### src/rtl/ula_nibble_sequencer_if.sv
// Bundle of every signal between ula_nibble_sequencer and the blocks around it:
// the request channel, the result channel and the nibble-wide ALU slice link.
// The slave modport is the sequencer's view. The master modport is the view of
// the requester plus the ula_74181 it drives.
// Define ULA_SEQ_ZERO_FLAG_EN to add the registered zero flag on the result channel.
interface ula_nibble_sequencer_if #(
  parameter int WIDTH = 16
);
  // request channel
  logic             in_valid;
  logic             in_ready;
  logic [WIDTH-1:0] op_a;
  logic [WIDTH-1:0] op_b;
  logic [3:0]       op_s;
  logic             op_m;
  logic             op_c_in;
  // result channel
  logic             out_valid;
  logic             out_ready;
  logic [WIDTH-1:0] result;
  logic             c_out;
  logic             eq;
`ifdef ULA_SEQ_ZERO_FLAG_EN
  logic             zero;
`endif
  // ALU slice link
  logic [3:0]       alu_a;
  logic [3:0]       alu_b;
  logic [3:0]       alu_s;
  logic             alu_m;
  logic             alu_c_in;
  logic [3:0]       alu_f;
  logic             alu_c_out;
  logic             alu_a_eq_b;

`ifdef ULA_SEQ_ZERO_FLAG_EN
  modport slave (
    input  in_valid, op_a, op_b, op_s, op_m, op_c_in, out_ready,
    input  alu_f, alu_c_out, alu_a_eq_b,
    output in_ready, out_valid, result, c_out, eq, zero,
    output alu_a, alu_b, alu_s, alu_m, alu_c_in
  );
  modport master (
    output in_valid, op_a, op_b, op_s, op_m, op_c_in, out_ready,
    output alu_f, alu_c_out, alu_a_eq_b,
    input  in_ready, out_valid, result, c_out, eq, zero,
    input  alu_a, alu_b, alu_s, alu_m, alu_c_in
  );
`else
  modport slave (
    input  in_valid, op_a, op_b, op_s, op_m, op_c_in, out_ready,
    input  alu_f, alu_c_out, alu_a_eq_b,
    output in_ready, out_valid, result, c_out, eq,
    output alu_a, alu_b, alu_s, alu_m, alu_c_in
  );
  modport master (
    output in_valid, op_a, op_b, op_s, op_m, op_c_in, out_ready,
    output alu_f, alu_c_out, alu_a_eq_b,
    input  in_ready, out_valid, result, c_out, eq,
    input  alu_a, alu_b, alu_s, alu_m, alu_c_in
  );
`endif
endinterface

### src/rtl/ula_nibble_sequencer.sv
// ula_nibble_sequencer: runs a WIDTH-bit operation through one external 4-bit
// ula_74181, one nibble per clock with the LSB nibble first. Carry and equality
// are chained from nibble to nibble. The assembled result is returned over a
// valid/ready handshake.
// WIDTH must be a multiple of 4 and at least 8.
// Optional feature: define ULA_SEQ_ZERO_FLAG_EN to add a registered zero flag.
// The flag is built from a running OR of the ALU slices, so there is no
// full-width compare.
module ula_nibble_sequencer #(
  parameter int WIDTH = 16
) (
  input  logic                   clk,
  input  logic                   rst,
  ula_nibble_sequencer_if.slave  bus
);

  localparam int NIBBLES = WIDTH / 4;
  localparam int CNT_W   = $clog2(NIBBLES);

  typedef enum logic [1:0] {
    IDLE = 2'd0,
    RUN  = 2'd1,
    DONE = 2'd2
  } state_t;

  state_t           state_q, state_d;
  logic [CNT_W-1:0] cnt_q, cnt_d;
  logic [WIDTH-1:0] a_q, a_d;
  logic [WIDTH-1:0] b_q, b_d;
  logic [3:0]       s_q, s_d;
  logic             m_q, m_d;
  logic             carry_q, carry_d;      // carry/borrow into the current nibble
  logic             eq_acc_q, eq_acc_d;    // AND of a_eq_b over the nibbles done so far
  logic [WIDTH-1:0] result_q, result_d;
  logic             c_out_q, c_out_d;
  logic             eq_q, eq_d;
`ifdef ULA_SEQ_ZERO_FLAG_EN
  logic             zero_acc_q, zero_acc_d; // OR of every F slice seen so far
  logic             zero_q, zero_d;
`endif

  logic [3:0] alu_a, alu_b, alu_s;
  logic       alu_m, alu_c_in;
  logic       last_nibble;
  logic       any_f_bit;

  // Latched operands split into nibble lanes so RUN can pick a lane by cnt
  logic [3:0] a_nib [NIBBLES];
  logic [3:0] b_nib [NIBBLES];

  genvar gi;
  generate
    for (gi = 0; gi < NIBBLES; gi++) begin : g_nib
      assign a_nib[gi] = a_q[4*gi +: 4];
      assign b_nib[gi] = b_q[4*gi +: 4];
    end
  endgenerate

  assign last_nibble = (cnt_q == CNT_W'(NIBBLES - 1));
  assign any_f_bit   = |bus.alu_f;

  // State register and all datapath registers, with a synchronous reset
  always_ff @(posedge clk) begin
    if (rst) begin
      state_q    <= IDLE;
      cnt_q      <= '0;
      a_q        <= '0;
      b_q        <= '0;
      s_q        <= '0;
      m_q        <= 1'b0;
      carry_q    <= 1'b0;
      eq_acc_q   <= 1'b1;
      result_q   <= '0;
      c_out_q    <= 1'b0;
      eq_q       <= 1'b0;
`ifdef ULA_SEQ_ZERO_FLAG_EN
      zero_acc_q <= 1'b0;
      zero_q     <= 1'b0;
`endif
    end else begin
      state_q    <= state_d;
      cnt_q      <= cnt_d;
      a_q        <= a_d;
      b_q        <= b_d;
      s_q        <= s_d;
      m_q        <= m_d;
      carry_q    <= carry_d;
      eq_acc_q   <= eq_acc_d;
      result_q   <= result_d;
      c_out_q    <= c_out_d;
      eq_q       <= eq_d;
`ifdef ULA_SEQ_ZERO_FLAG_EN
      zero_acc_q <= zero_acc_d;
      zero_q     <= zero_d;
`endif
    end
  end

  // Next-state logic, per-nibble accumulation and the ALU slice drive
  always_comb begin
    state_d    = state_q;
    cnt_d      = cnt_q;
    a_d        = a_q;
    b_d        = b_q;
    s_d        = s_q;
    m_d        = m_q;
    carry_d    = carry_q;
    eq_acc_d   = eq_acc_q;
    result_d   = result_q;
    c_out_d    = c_out_q;
    eq_d       = eq_q;
`ifdef ULA_SEQ_ZERO_FLAG_EN
    zero_acc_d = zero_acc_q;
    zero_d     = zero_q;
`endif
    alu_a      = 4'h0;
    alu_b      = 4'h0;
    alu_s      = 4'h0;
    alu_m      = 1'b0;
    alu_c_in   = 1'b0;

    case (state_q)
      IDLE: begin
        if (bus.in_valid) begin
          a_d        = bus.op_a;
          b_d        = bus.op_b;
          s_d        = bus.op_s;
          m_d        = bus.op_m;
          carry_d    = bus.op_c_in;
          eq_acc_d   = 1'b1;
          cnt_d      = '0;
`ifdef ULA_SEQ_ZERO_FLAG_EN
          zero_acc_d = 1'b0;
`endif
          state_d    = RUN;
        end
      end

      RUN: begin
        // The ALU sees nothing while reset is held, even if state is still RUN
        if (!rst) begin
          alu_a    = a_nib[cnt_q];
          alu_b    = b_nib[cnt_q];
          alu_s    = s_q;
          alu_m    = m_q;
          alu_c_in = carry_q;
        end
        for (int i = 0; i < NIBBLES; i++) begin
          if (cnt_q == CNT_W'(i)) begin
            result_d[4*i +: 4] = bus.alu_f;
          end
        end
        carry_d    = bus.alu_c_out;
        eq_acc_d   = eq_acc_q & bus.alu_a_eq_b;
        cnt_d      = cnt_q + CNT_W'(1);
`ifdef ULA_SEQ_ZERO_FLAG_EN
        zero_acc_d = zero_acc_q | any_f_bit;
`endif
        if (last_nibble) begin
          // The flags take the values that carry/eq_acc receive on this edge
          c_out_d = bus.alu_c_out;
          eq_d    = eq_acc_q & bus.alu_a_eq_b;
          cnt_d   = '0;
`ifdef ULA_SEQ_ZERO_FLAG_EN
          zero_d  = ~(zero_acc_q | any_f_bit);
`endif
          state_d = DONE;
        end
      end

      DONE: begin
        if (bus.out_ready) begin
          state_d = IDLE;
        end
      end

      default: begin
        state_d = IDLE;
      end
    endcase
  end

  assign bus.in_ready  = (state_q == IDLE) && !rst;
  assign bus.out_valid = (state_q == DONE);
  assign bus.result    = result_q;
  assign bus.c_out     = c_out_q;
  assign bus.eq        = eq_q;
`ifdef ULA_SEQ_ZERO_FLAG_EN
  assign bus.zero      = zero_q;
`endif
  assign bus.alu_a     = alu_a;
  assign bus.alu_b     = alu_b;
  assign bus.alu_s     = alu_s;
  assign bus.alu_m     = alu_m;
  assign bus.alu_c_in  = alu_c_in;

  // any_f_bit only feeds the zero flag
  logic unused_any_f;
  assign unused_any_f = any_f_bit;

endmodule

### src/flat_wrapper.sv
// flat-port wrapper written by rule: the top's interface ports become plain ports
module ula_nibble_sequencer_flat 
#(
  parameter int WIDTH = 16
)
  (clk, rst, bus_in_valid, bus_op_a, bus_op_b, bus_op_s, bus_op_m, bus_op_c_in, bus_out_ready, bus_alu_f, bus_alu_c_out, bus_alu_a_eq_b, bus_in_ready, bus_out_valid, bus_result, bus_c_out, bus_eq, bus_alu_a, bus_alu_b, bus_alu_s, bus_alu_m, bus_alu_c_in);
  ula_nibble_sequencer_if #(.WIDTH(WIDTH)) bus_i ();
  input  logic clk;
  input  logic rst;
  input wire logic [$bits(bus_i.in_valid)-1:0] bus_in_valid;
  input wire logic [$bits(bus_i.op_a)-1:0] bus_op_a;
  input wire logic [$bits(bus_i.op_b)-1:0] bus_op_b;
  input wire logic [$bits(bus_i.op_s)-1:0] bus_op_s;
  input wire logic [$bits(bus_i.op_m)-1:0] bus_op_m;
  input wire logic [$bits(bus_i.op_c_in)-1:0] bus_op_c_in;
  input wire logic [$bits(bus_i.out_ready)-1:0] bus_out_ready;
  input wire logic [$bits(bus_i.alu_f)-1:0] bus_alu_f;
  input wire logic [$bits(bus_i.alu_c_out)-1:0] bus_alu_c_out;
  input wire logic [$bits(bus_i.alu_a_eq_b)-1:0] bus_alu_a_eq_b;
  output wire logic [$bits(bus_i.in_ready)-1:0] bus_in_ready;
  output wire logic [$bits(bus_i.out_valid)-1:0] bus_out_valid;
  output wire logic [$bits(bus_i.result)-1:0] bus_result;
  output wire logic [$bits(bus_i.c_out)-1:0] bus_c_out;
  output wire logic [$bits(bus_i.eq)-1:0] bus_eq;
  output wire logic [$bits(bus_i.alu_a)-1:0] bus_alu_a;
  output wire logic [$bits(bus_i.alu_b)-1:0] bus_alu_b;
  output wire logic [$bits(bus_i.alu_s)-1:0] bus_alu_s;
  output wire logic [$bits(bus_i.alu_m)-1:0] bus_alu_m;
  output wire logic [$bits(bus_i.alu_c_in)-1:0] bus_alu_c_in;
  assign bus_i.in_valid = bus_in_valid;
  assign bus_i.op_a = bus_op_a;
  assign bus_i.op_b = bus_op_b;
  assign bus_i.op_s = bus_op_s;
  assign bus_i.op_m = bus_op_m;
  assign bus_i.op_c_in = bus_op_c_in;
  assign bus_i.out_ready = bus_out_ready;
  assign bus_i.alu_f = bus_alu_f;
  assign bus_i.alu_c_out = bus_alu_c_out;
  assign bus_i.alu_a_eq_b = bus_alu_a_eq_b;
  assign bus_in_ready = bus_i.in_ready;
  assign bus_out_valid = bus_i.out_valid;
  assign bus_result = bus_i.result;
  assign bus_c_out = bus_i.c_out;
  assign bus_eq = bus_i.eq;
  assign bus_alu_a = bus_i.alu_a;
  assign bus_alu_b = bus_i.alu_b;
  assign bus_alu_s = bus_i.alu_s;
  assign bus_alu_m = bus_i.alu_m;
  assign bus_alu_c_in = bus_i.alu_c_in;
  ula_nibble_sequencer #(.WIDTH(WIDTH)) u_core (.clk(clk), .rst(rst), .bus(bus_i));
endmodule
### config.mk
export PLATFORM = sky130hd
export DESIGN_NAME = ula_nibble_sequencer_flat
export DESIGN_NICKNAME = d
export VERILOG_FILES = /design/src/rtl/ula_nibble_sequencer_if.sv /design/src/rtl/ula_nibble_sequencer.sv /design/src/flat_wrapper.sv
export SDC_FILE = /design/constraint.sdc
export NUM_CORES = 1
export LEC_CHECK = 0
export CAP_MARGIN = 40
export CELL_PAD_IN_SITES_DETAIL_PLACEMENT = 1
export CELL_PAD_IN_SITES_GLOBAL_PLACEMENT = 1
export CORE_ASPECT_RATIO = 2
export CORE_MARGIN = 3
export CORE_UTILIZATION = 36
export CTS_CLUSTER_SIZE = 25
export DETAILED_ROUTE_END_ITERATION = 10
export GPL_ROUTABILITY_DRIVEN = 0
export HOLD_SLACK_MARGIN = 0.15
export PLACE_DENSITY_LB_ADDON = 0.25
export SLEW_MARGIN = 20
export SYNTH_ARGS = -nofsm -noshare
export SYNTH_HDL_FRONTEND = slang
export SYNTH_SLANG_ARGS = --single-unit
export TNS_END_PERCENT = 100
### constraint.sdc
create_clock -name clk -period 2.7 [get_ports clk]
set_input_delay 0.54 -clock clk [delete_from_list [all_inputs] [get_ports clk]]
set_output_delay 0.54 -clock clk [all_outputs]
set_load 0.005 [all_outputs]
==> flow_summary_export.csv <==
group,metric,value,unit
power,p_int,0.00177,W
run,max_cap_violations,0,
power,powerDensity,616,mW/mm²
power,p_comb_share,11.4,%
floorplan,die_area,0.00838,mm²
place,place_area,0.00345,mm²
yosys,synth_xor_area_share,0,%
yosys,synth.largest_area_cell,"dfxtp_1",
yosys,syn_avg_cell_area,8.55,µm²
route,drt-total-wl,7.41,mm
power,net-switching-power,0.000522,W
grt,grt_pass1_vias,2530,
floorplan,coreArea,0.00699,mm²
yosys,ys_warn_count,0,
final_layout,design_area,0.00373,mm²
place,portBuffers,81,
timing,fin_tns_setup,0,ns
clocking,cts_buffers,9,
floorplan,ios,82,
place,hpwlAfterDp,5.31,mm
yosys,netlist_instances,306,
place,dp_slack,0.407,ns
yosys,synth_area,0.00262,mm²
setup_path,worstSetupEndpointType,"output pin",
power,p_leak,1.34,nW
setup_path,worstSetupPathType,"flop to output pin",
yosys,synth_top_family_by_area,"simple AND/OR/NAND/NOR gates",
setup_path,worst_setup_path_start_kind,"flop",
grt,gr-total-overflow,0,
route,routed_via_density,5.03,
power,seqPwrFrac,42.2,%
grt,grt_max_degree,61,
grt,antenna_found_initial,0,
floorplan,rows,43,
clocking,clock_path_buffers,2,
clocking,cts.sinks,61,
grt,grt_first_pass_wirelength,12.2,mm
route,drcViolationCount,0,
yosys,yosys.area_share.simple,24.9,%
timing,hold_viol,0,
power,swShare,22.7,%
timing,final_max_slew_viol_count,0,
power,ir_drop,0.364,mV
timing,worst_pin_slew,0.666,ns
final_layout,fin_nets,436,
clocking,cts_root_buffer,"clkbuf_16",
yosys,ys_seq_area_share,46.7,%
final_layout,mostFrequentLayoutCells,"nand2_1, clkdlybuf4s50_1, dfxtp_1",
route,drtIter0Drc,119,
floorplan,initial_core_util,37.4,%
route,wire_per_inst,15.5,µm
setup_path,r2r_setup_slack,1.04,ns
timing,fmax,393,MHz
grt,grt_util_all_layers,19.4,%
final_layout,drive_gt1_share,8.51,%
clocking,cts_tree,"yes",
setup_path,path_max_fanout,12,
setup_path,crit_arrival,2.01,ns
route,vias,2403,
clocking,clk_pin_slew,0.05,ns
yosys,synth-compound-area-share,12.7,%
clocking,cts_hold_buf,0,
timing,skew,0.00574,ns
final_layout,syn_to_final_growth,42.7,%
route,dr.pass1.iters,4,
floorplan,die_h,127,µm
clocking,clock_latency,0.33,ns
timing,setup_viol,0,
yosys,synth_adder_area_share,1.91,%
yosys,yosys-top-cells-area,"dfxtp_1, nand2_1, a21oi_1",
timing,rsz0062_at_grt,"false",
yosys,synth_top_area_share,46.7,%
yosys,syn_nets,358,
floorplan,die_w,66.3,µm
timing,max-slew-margin-rel,55.6,%
clocking,h-tree-depth,3,
worst_hold_path,holdCritPathClass,"primary input to flop",
power,p_clk_share,46.3,%
setup_path,required,2.16,ns
route,ant_nets,0,
yosys,ys_ff_latch,61,
yosys,synthDistinctLibCells,28,
yosys,synthMuxAreaShare,7.27,%
final_layout,final_common_cell,"nand2_1",
timing,period_share,94.3,%
timing,fin_crit,2.55,ns
final_layout,antenna-diode-count,0,
outcome,outcome,"finished clean",
timing,fin_ws,0.154,ns
## Yosys cell counts
| library cell | count |
|---|---|
| a2111oi_2 | 1 |
| a21oi_1 | 56 |
| a22oi_1 | 2 |
| and2_1 | 13 |
| and2b_1 | 1 |
| buf_1 | 1 |
| buf_2 | 1 |
| buf_4 | 3 |
| buf_6 | 8 |
| clkbuf_1 | 9 |
| dfxtp_1 | 61 |
| ha_1 | 4 |
| inv_1 | 4 |
| mux2i_1 | 1 |
| mux4_2 | 8 |
| nand2_1 | 92 |
| nand2b_1 | 3 |
| nand3_1 | 17 |
| nand3b_1 | 4 |
| nand4_1 | 1 |
| nor2_1 | 6 |
| nor2b_1 | 2 |
| nor3_1 | 3 |
| nor3b_4 | 1 |
| o21ai_0 | 1 |
| o21bai_1 | 1 |
| o2bb2ai_1 | 1 |
| or3b_1 | 1 |
## critical path, stage by stage, from the launching register on
cell and delay [ns]:
dfxtp_1 0.66, mux4_2 0.39, and2_1 0.18, clkdlybuf4s50_1 0.45
## power by group through the flow
stage,combinational (W),clock [W],sequential (W)
floorplan,0.000149,0,0.000979
global route,0.000293,0.00113,0.000974
detailed placement,0.000265,0,0.000988
global placement,0.000258,0,0.000986
CTS,0.000268,0.00109,0.000970
finish,0.000263,0.00106,0.000970
## per-stage QoR
| step | std cells | power [W] | utilization, % | hold WS, ns |
|---|---|---|---|---|
| after floorplan | 306 | 0.00113 | - | 0.432 |
| after global placement | 463 | 0.00124 | 49.3 | 0.442 |
| after detailed placement | 463 | 0.00125 | 49.3 | 0.447 |
| after CTS | 478 | 0.00233 | 53.3 | 0.426 |
| after global routing | 478 | 0.00239 | 53.3 | 0.461 |
| final | 478 | 0.00230 | 53.3 | 0.440 |
## metal layers
metal  GRT usage, %  up-vias  wire length, µm
li1               -     1182                -
met1           19.0     1143             2640
met2           36.6       63             4300
met3           3.72       15              267
met4           9.58        0              206
met5              0        -                0
## timing repair
item / 4_1_cts / 5_1_grt
setup endpoints to repair: 0 / 3
gates resized for setup: 0 / 1
buffers inserted: 0 / 0
## final timing paths
| path | depth (start not counted) | from | to |
|---|---|---|---|
| max reg2reg | 5 | u_core.cnt_q[1] | u_core.bus.result[7] |
| min | 2 | rst | u_core.carry_q |
| max | 3 | u_core.cnt_q[1] | bus_alu_b[2] |
| min reg2reg | 2 | u_core.bus.result[11] | u_core.bus.result[11] |
## registers in the layout, indices dropped and copies added, names as in the netlist, 2 cells and up
name	count
u_core.a_q	16
u_core.b_q	16
u_core.bus.result	16
u_core.cnt_q	2
u_core.s_q	4
u_core.state_q	2
## final cells by class
type / instances / area (µm²)
multi-input combinational: 219 / 1220
fill: 838 / 3260
clock inverter: 1 / 5.00
sequential: 61 / 1220
inverter: 4 / 15.0
tap: 90 / 113
timing repair buffer: 89 / 878
clock buffer: 14 / 274
## logic make-up (layout without fill, tap and decap cells)
kind of cell / count (synthesis) / in the layout
AND/OR/NAND/NOR: 144 / 144
AO/OA/AOI/OAI: 62 / 62
flip-flops: 61 / 61
buffers and inverters: 26 / 108
multiplexers: 9 / 9
adder cells (fa/ha/maj): 4 / 4
(Power assumes the default switching activity.)
==> RTL edit 1: new RTL, config.mk and constraints unchanged <==
Take the reset off `a_q` and load it in a clocked block of its own.
--- a/src/rtl/ula_nibble_sequencer.sv
+++ b/src/rtl/ula_nibble_sequencer.sv
@@ -64,7 +64,6 @@
     if (rst) begin
       state_q    <= IDLE;
       cnt_q      <= '0;
-      a_q        <= '0;
       b_q        <= '0;
       s_q        <= '0;
       m_q        <= 1'b0;
@@ -80,7 +79,6 @@
     end else begin
       state_q    <= state_d;
       cnt_q      <= cnt_d;
-      a_q        <= a_d;
       b_q        <= b_d;
       s_q        <= s_d;
       m_q        <= m_d;
@@ -94,6 +92,10 @@
       zero_q     <= zero_d;
 `endif
     end
+  end
+
+  always_ff @(posedge clk) begin
+    a_q <= a_d;
   end
 
   // Next-state logic, per-nibble accumulation and the ALU slice drive
Behaviour: no difference found for any inputs over 10 cycles, from zero or initial values and one cycle with rst high; that may be too few to reach the edited logic, so the function may still have changed.
==> RTL edit 1 against the original RTL <==
Sequential cell count stayed put. Synthesized cell count is 17% lower. Synthesized area is 3.0% lower. Die area is 2.8% lower. Worst setup slack worse by 0.037 ns. Design area is 1.1% lower. Routed wire length is 12% lower. Power is 0.53% lower. Maximum frequency is 1.4% lower.
==> RTL edit 1: results (changes against the original RTL) <==
metric,value,unit,change
VDD IR max,0.410,mV,was 0.364 mV
"slowest stage cell, crit path",mux4_2,,was dfxtp_1
routing usage on met2,32.8,%,was 36.6%
mux share of post-synthesis cell area,7.50,%,was 7.27%
adder-cell share of the synthesized area,1.97,%,was 1.91%
worst slack at placement,0.431,ns,was 0.407 ns
Worst path top cell family by delay,buffers and inverters,,was flip-flops
Flop pwr share,43.9,%,was 42.2%
number of global-route vias before repair,2304,,"was 2,530"
Reg2Reg Setup Slack,0.89,ns,was 1.04 ns
critical hold path startpoint,u_core.bus.eq,,was rst
global-route wire length before repair,10900,µm,"was 12,200 µm"
status,finished clean,,unchanged
routed wire length on met3,242,µm,was 267 µm
Int Pwr,1.79,mW,was 1.77 mW
clock skew,0.00394,ns,was 0.00574 ns
syn_area_per_cell,9.98,µm²,was 8.55 µm²
clk_lat worst skew,0.32,ns,
Synthesized Nets,306,,was 358
number of synthesized flops with an enable pin,16,,was 0
critical path peak fanout,13,,was 12
vias per cell,4.89,,was 5.03
Synth Area in Compound Gates,11.1,%,was 12.7%
P_leak,1.29,nW,was 1.34 nW
DR WL met2,3780,µm,was 4300 µm
H-tree levels,3,,unchanged
DRT Wirelength,6500,µm,was 7410 µm
layout cells sized above 1,12.0,%,was 8.51%
Worst Setup SP,u_core.cnt_q[0],,was u_core.cnt_q[1]
GR Util met3,4.15,%,was 3.72%
Worst Hold Class,reg -> reg,,was in -> reg
commonest cells in the netlist,"60 x nand2_1, 45 x dfxtp_1, 30 x a21oi_1, 17 x nand3_1, 16 x edfxtp_1",,"was 92 x nand2_1, 61 x dfxtp_1, 56 x a21oi_1, 17 x nand3_1, 13 x and2_1"
sequential share of the synthesized area,54.5,%,was 46.7%
Critical Path Max Stage Delay,0.52,ns,was 0.66 ns
nets,388,,was 436
number of unique standard cell types used by synthesis,29,,was 28
M1 WL,2360,µm,was 2640 µm
Worst Max-Slew Pin Slew,0.529,ns,was 0.666 ns
final hold slack,0.453,ns,was 0.440 ns
Syn-to-layout area delta,45.5,%,was 42.7%
r2r endpoint,u_core.bus.result[12],,was u_core.bus.result[7]
Post-Place Cell Area,3420,µm²,was 3450 µm²
WP data arrival,2.04,ns,was 2.01 ns
Synth area leaders,"dfxtp_1 36%, edfxtp_1 19%, nand2_1 8.9%, mux4_2 7.1%, a21oi_1 5.9%",,"was dfxtp_1 47%, nand2_1 13%, a21oi_1 11%, mux4_2 6.9%, buf_6 3.4%"
met1 GRT Util,17.6,%,was 19.0%
vias,2097,,"was 2,403"
maximum number of pins on one net before global-route repair,46,,was 61
Worst Hold Path EP,u_core.bus.eq,,was u_core.carry_q
Worst-path clk slew,0.05,ns,about the same
-- RTL edit 1: changes by cell type in the layout (fill, tap and decap cells not counted), sizes merged --
cell    change
nand2      -32
a21oi      -16
dfxtp      -16
edfxtp     +16
clkinv      +2
and2b       -1
nor2b       +1
nor3b       -1
-- RTL edit 1: worst max path at each step --
stage | end | slack (ns) | cells after the start
final | bus_alu_b[1] | 0.12 | 4
after floorplan | bus_alu_a[0] | 0.84 | 3
after CTS | bus_alu_b[1] | 0.08 | 4
after detailed placement | bus_alu_b[1] | 0.43 | 4
after global placement | bus_alu_b[0] | 0.48 | 4
after global routing | bus_alu_b[0] | 0.01 | 4
-- RTL edit 1: tightest hold or removal path, cell delays in order (launching register included) --
cell,delay [ns]
dfxtp_1,0.30
nand2_1,0.05
a21oi_1,0.05
-- RTL edit 1: area by class of cell --
cell class	count	area (µm²)
clock inverters	2	10.0
flip-flops and latches	61	1380
repair buffers	89	866
multi-input cells	170	1030
well taps	88	110
clock buffers	14	264
inverters	5	23.8
fillers	780	3040
==> RTL edit 2: new RTL, same settings <==
Without the edit above. `WIDTH` is set to 16 in 3 places; all go to 32.
--- a/src/rtl/ula_nibble_sequencer_if.sv
+++ b/src/rtl/ula_nibble_sequencer_if.sv
@@ -4,7 +4,7 @@
 // the requester plus the ula_74181 it drives.
 // Define ULA_SEQ_ZERO_FLAG_EN to add the registered zero flag on the result channel.
 interface ula_nibble_sequencer_if #(
-  parameter int WIDTH = 16
+  parameter int WIDTH = 32
 );
   // request channel
   logic             in_valid;
--- a/src/rtl/ula_nibble_sequencer.sv
+++ b/src/rtl/ula_nibble_sequencer.sv
@@ -7,7 +7,7 @@
 // The flag is built from a running OR of the ALU slices, so there is no
 // full-width compare.
 module ula_nibble_sequencer #(
-  parameter int WIDTH = 16
+  parameter int WIDTH = 32
 ) (
   input  logic                   clk,
   input  logic                   rst,
--- a/src/flat_wrapper.sv
+++ b/src/flat_wrapper.sv
@@ -1,7 +1,7 @@
 // flat-port wrapper written by rule: the top's interface ports become plain ports
 module ula_nibble_sequencer_flat 
 #(
-  parameter int WIDTH = 16
+  parameter int WIDTH = 32
 )
   (clk, rst, bus_in_valid, bus_op_a, bus_op_b, bus_op_s, bus_op_m, bus_op_c_in, bus_out_ready, bus_alu_f, bus_alu_c_out, bus_alu_a_eq_b, bus_in_ready, bus_out_valid, bus_result, bus_c_out, bus_eq, bus_alu_a, bus_alu_b, bus_alu_s, bus_alu_m, bus_alu_c_in);
   ula_nibble_sequencer_if #(.WIDTH(WIDTH)) bus_i ();
Ports: changed (resized bus_op_a, bus_op_b and bus_result); port bits go from 82 to 130. No check against the original RTL was run, so the function may have changed too.
==> RTL edit 2 against the original RTL <==
Routed wire length grew 97%. Global-route usage grew 1.2 points. Synthesized area grew 79%. Utilization shrank 3.1 points. Sequential cell count grew 49. Design area grew 70%. Critical path depth grew 2. Synthesized cell count grew 80%. Power grew 50%. Maximum frequency shrank 1.8%. First-iteration DRC count grew 39%. Worst setup slack lost 0.047 ns. Critical path type unchanged. Largest cell class unchanged. Highest routed layer unchanged.
==> RTL edit 2: results (changes against the original RTL) <==
metric,value,unit,change
status,finished clean,,unchanged
Synth area leaders,"dfxtp_1 47%, mux2i_1 12%, nand2_1 12%, a21oi_1 8.6%, a22oi_1 2.7%",,"was dfxtp_1 47%, nand2_1 13%, a21oi_1 11%, mux4_2 6.9%, buf_6 3.4%"
Critical Path Max Stage Delay,0.50,ns,was 0.66 ns
DRT iter0 DRCs,166,,was 119
asr flop ratio synth,0,%,unchanged
drt pass-1 iters,4,,unchanged
DRT Wirelength,14600,µm,was 7410 µm
Worst path top cell family by delay,buffers and inverters,,was flip-flops
global-route wire length before repair,23200,µm,"was 12,200 µm"
maximum number of pins on one net before global-route repair,57,,was 61
Worst-path clk slew,0.07,ns,was 0.05 ns
Reg2Reg Setup Slack,0.95,ns,was 1.04 ns
clk_lat worst skew,0.34,ns,
GRT overflow,0,,unchanged
Int Pwr,2.58,mW,was 1.77 mW
commonest cells in the netlist,"148 x nand2_1, 110 x dfxtp_1, 81 x a21oi_1, 56 x mux2i_1, 30 x nor2_1",,"was 92 x nand2_1, 61 x dfxtp_1, 56 x a21oi_1, 17 x nand3_1, 13 x and2_1"
Num CTS Buffers,9,,unchanged
VDD IR max,0.305,mV,was 0.364 mV
Antenna Cells,0,,unchanged
DP Wirelength,10900,µm,was 5310 µm
Filler cells,1500,,was 838
"slowest stage cell, crit path",clkdlybuf4s50_1,,was dfxtp_1
CTS root buffer,clkbuf_16,,unchanged
DRC errors left,0,,unchanged
layout cells sized above 1,6.35,%,was 8.51%
Port Buf Inserts,129,,was 81
Worst Hold Class,reg -> reg,,was in -> reg
critical path peak fanout,16,,was 12
critical hold path startpoint,u_core.bus.eq,,was rst
CTS max path bufs,2,,unchanged
WP data arrival,2.05,ns,was 2.01 ns
Max-slew headroom,60.0,%,was 55.6%
commonest register cell after synthesis,dfxtp_1,,unchanged
total number of yosys warnings,0,,unchanged
r2r endpoint,u_core.bus.result[28],,was u_core.bus.result[7]
vias per cell,5.14,,was 5.03
sequential share of the synthesized area,47.0,%,was 46.7%
hold-critical path depth,2,,unchanged
number of unique standard cell types used by synthesis,32,,was 28
number of global-route vias before repair,4489,,"was 2,530"
Worst Hold Path EP,u_core.bus.eq,,was u_core.carry_q
nets,742,,was 436
Synthesized Nets,637,,was 358
clock skew,0.00739,ns,was 0.00574 ns
initial antenna violation count,0,,unchanged
RR Startpoint,u_core.cnt_q[0],,was u_core.cnt_q[1]
Total GRT Usage,20.5,%,was 19.4%
postcts setup bufs,0,,unchanged
P_leak,2.37,nW,was 1.34 nW
H-tree levels,3,,unchanged
Worst Reg-to-Reg Cells,6,,was 5
[RTL edit 2: cell type report]
cell class                 instances  area (µm²)  area share (%)
clock buffer                      10         239            3.77
clock inverter                     6        45.0           0.710
timing repair buffer             142        1430            22.5
tap                              150         188            2.96
sequential                       110        2200            34.7
multi-input combinational        390        2230            35.1
inverter                           3        11.3           0.177
[RTL edit 2: worst max-delay path by stage]
| stage | endpoint | depth (start not counted) | start | slack, ns |
|---|---|---|---|---|
| 5_1_grt | bus_alu_a[3] | 4 | u_core.cnt_q[0] | 0.01 |
| 3_3_place_gp | bus_alu_b[1] | 4 | u_core.cnt_q[2] | 0.32 |
| 3_5_place_dp | bus_alu_b[2] | 4 | u_core.cnt_q[2] | 0.19 |
| 6_report | bus_alu_a[1] | 5 | u_core.cnt_q[1] | 0.11 |
| 2_1_floorplan | bus_alu_b[1] | 5 | u_core.cnt_q[1] | 0.97 |
| 4_1_cts | bus_alu_a[0] | 5 | u_core.cnt_q[1] | 0.05 |
[RTL edit 2: cell families (layout without fill, tap and decap cells)]
family                     Yosys count  count (layout)  share of synthesized area (%)
buffers and inverters               51             161                           5.98
adders and majority gates            6               6                           1.60
AOI/OAI and AO/OA                  103             103                           12.1
and+or+nand+nor                    225             225                           21.5
muxes                               56              56                           12.0
DFF                                110             110                           47.0
[RTL edit 2: per-stage QoR]
step / std cells / worst slack (ns) / hold WS, ns / instance area [µm²] / power, mW
after floorplan: 551 / 0.968 / 0.432 / 4690 / 2.01
after global placement: 793 / 0.317 / 0.439 / 6000 / 2.21
after detailed placement: 794 / 0.186 / 0.444 / 6020 / 2.23
after CTS: 810 / 0.0519 / 0.455 / 6310 / 3.50
after global routing: 811 / 0.0113 / 0.477 / 6350 / 3.61
final: 811 / 0.107 / 0.456 / 6350 / 3.45
[RTL edit 2: power groups by stage]
stage / Sequential [mW] / Clock [mW] / Combinational (mW)
2_1_floorplan: 1.76 / 0 / 0.250
3_3_place_gp: 1.78 / 0 / 0.431
3_5_place_dp: 1.79 / 0 / 0.445
4_1_cts: 1.75 / 1.31 / 0.448
5_1_grt: 1.75 / 1.37 / 0.492
6_report: 1.75 / 1.26 / 0.444
[RTL edit 2: tightest hold or removal path: cells and delay by family, from the launching register on]
family             cells  cell delay, ns
and+or+nand+nor        1            0.05
DFF                    1            0.31
AOI/OAI and AO/OA      1            0.05
[RTL edit 2: routing by layer]
metal	vias to the layer above	share of wire, %	track usage, %
met5	-	0	0
met4	0	2.7	8.14
met3	18	4.3	3.59
met2	105	56	38.7
met1	1989	37	21.8
li1	2056	-	-
[RTL edit 2: what timing repair did]
item	4_1_cts	5_1_grt
cloned	0	1
setup endpoints to repair	8	8
gates resized for setup	3	3
hold endpoints to repair	0	0
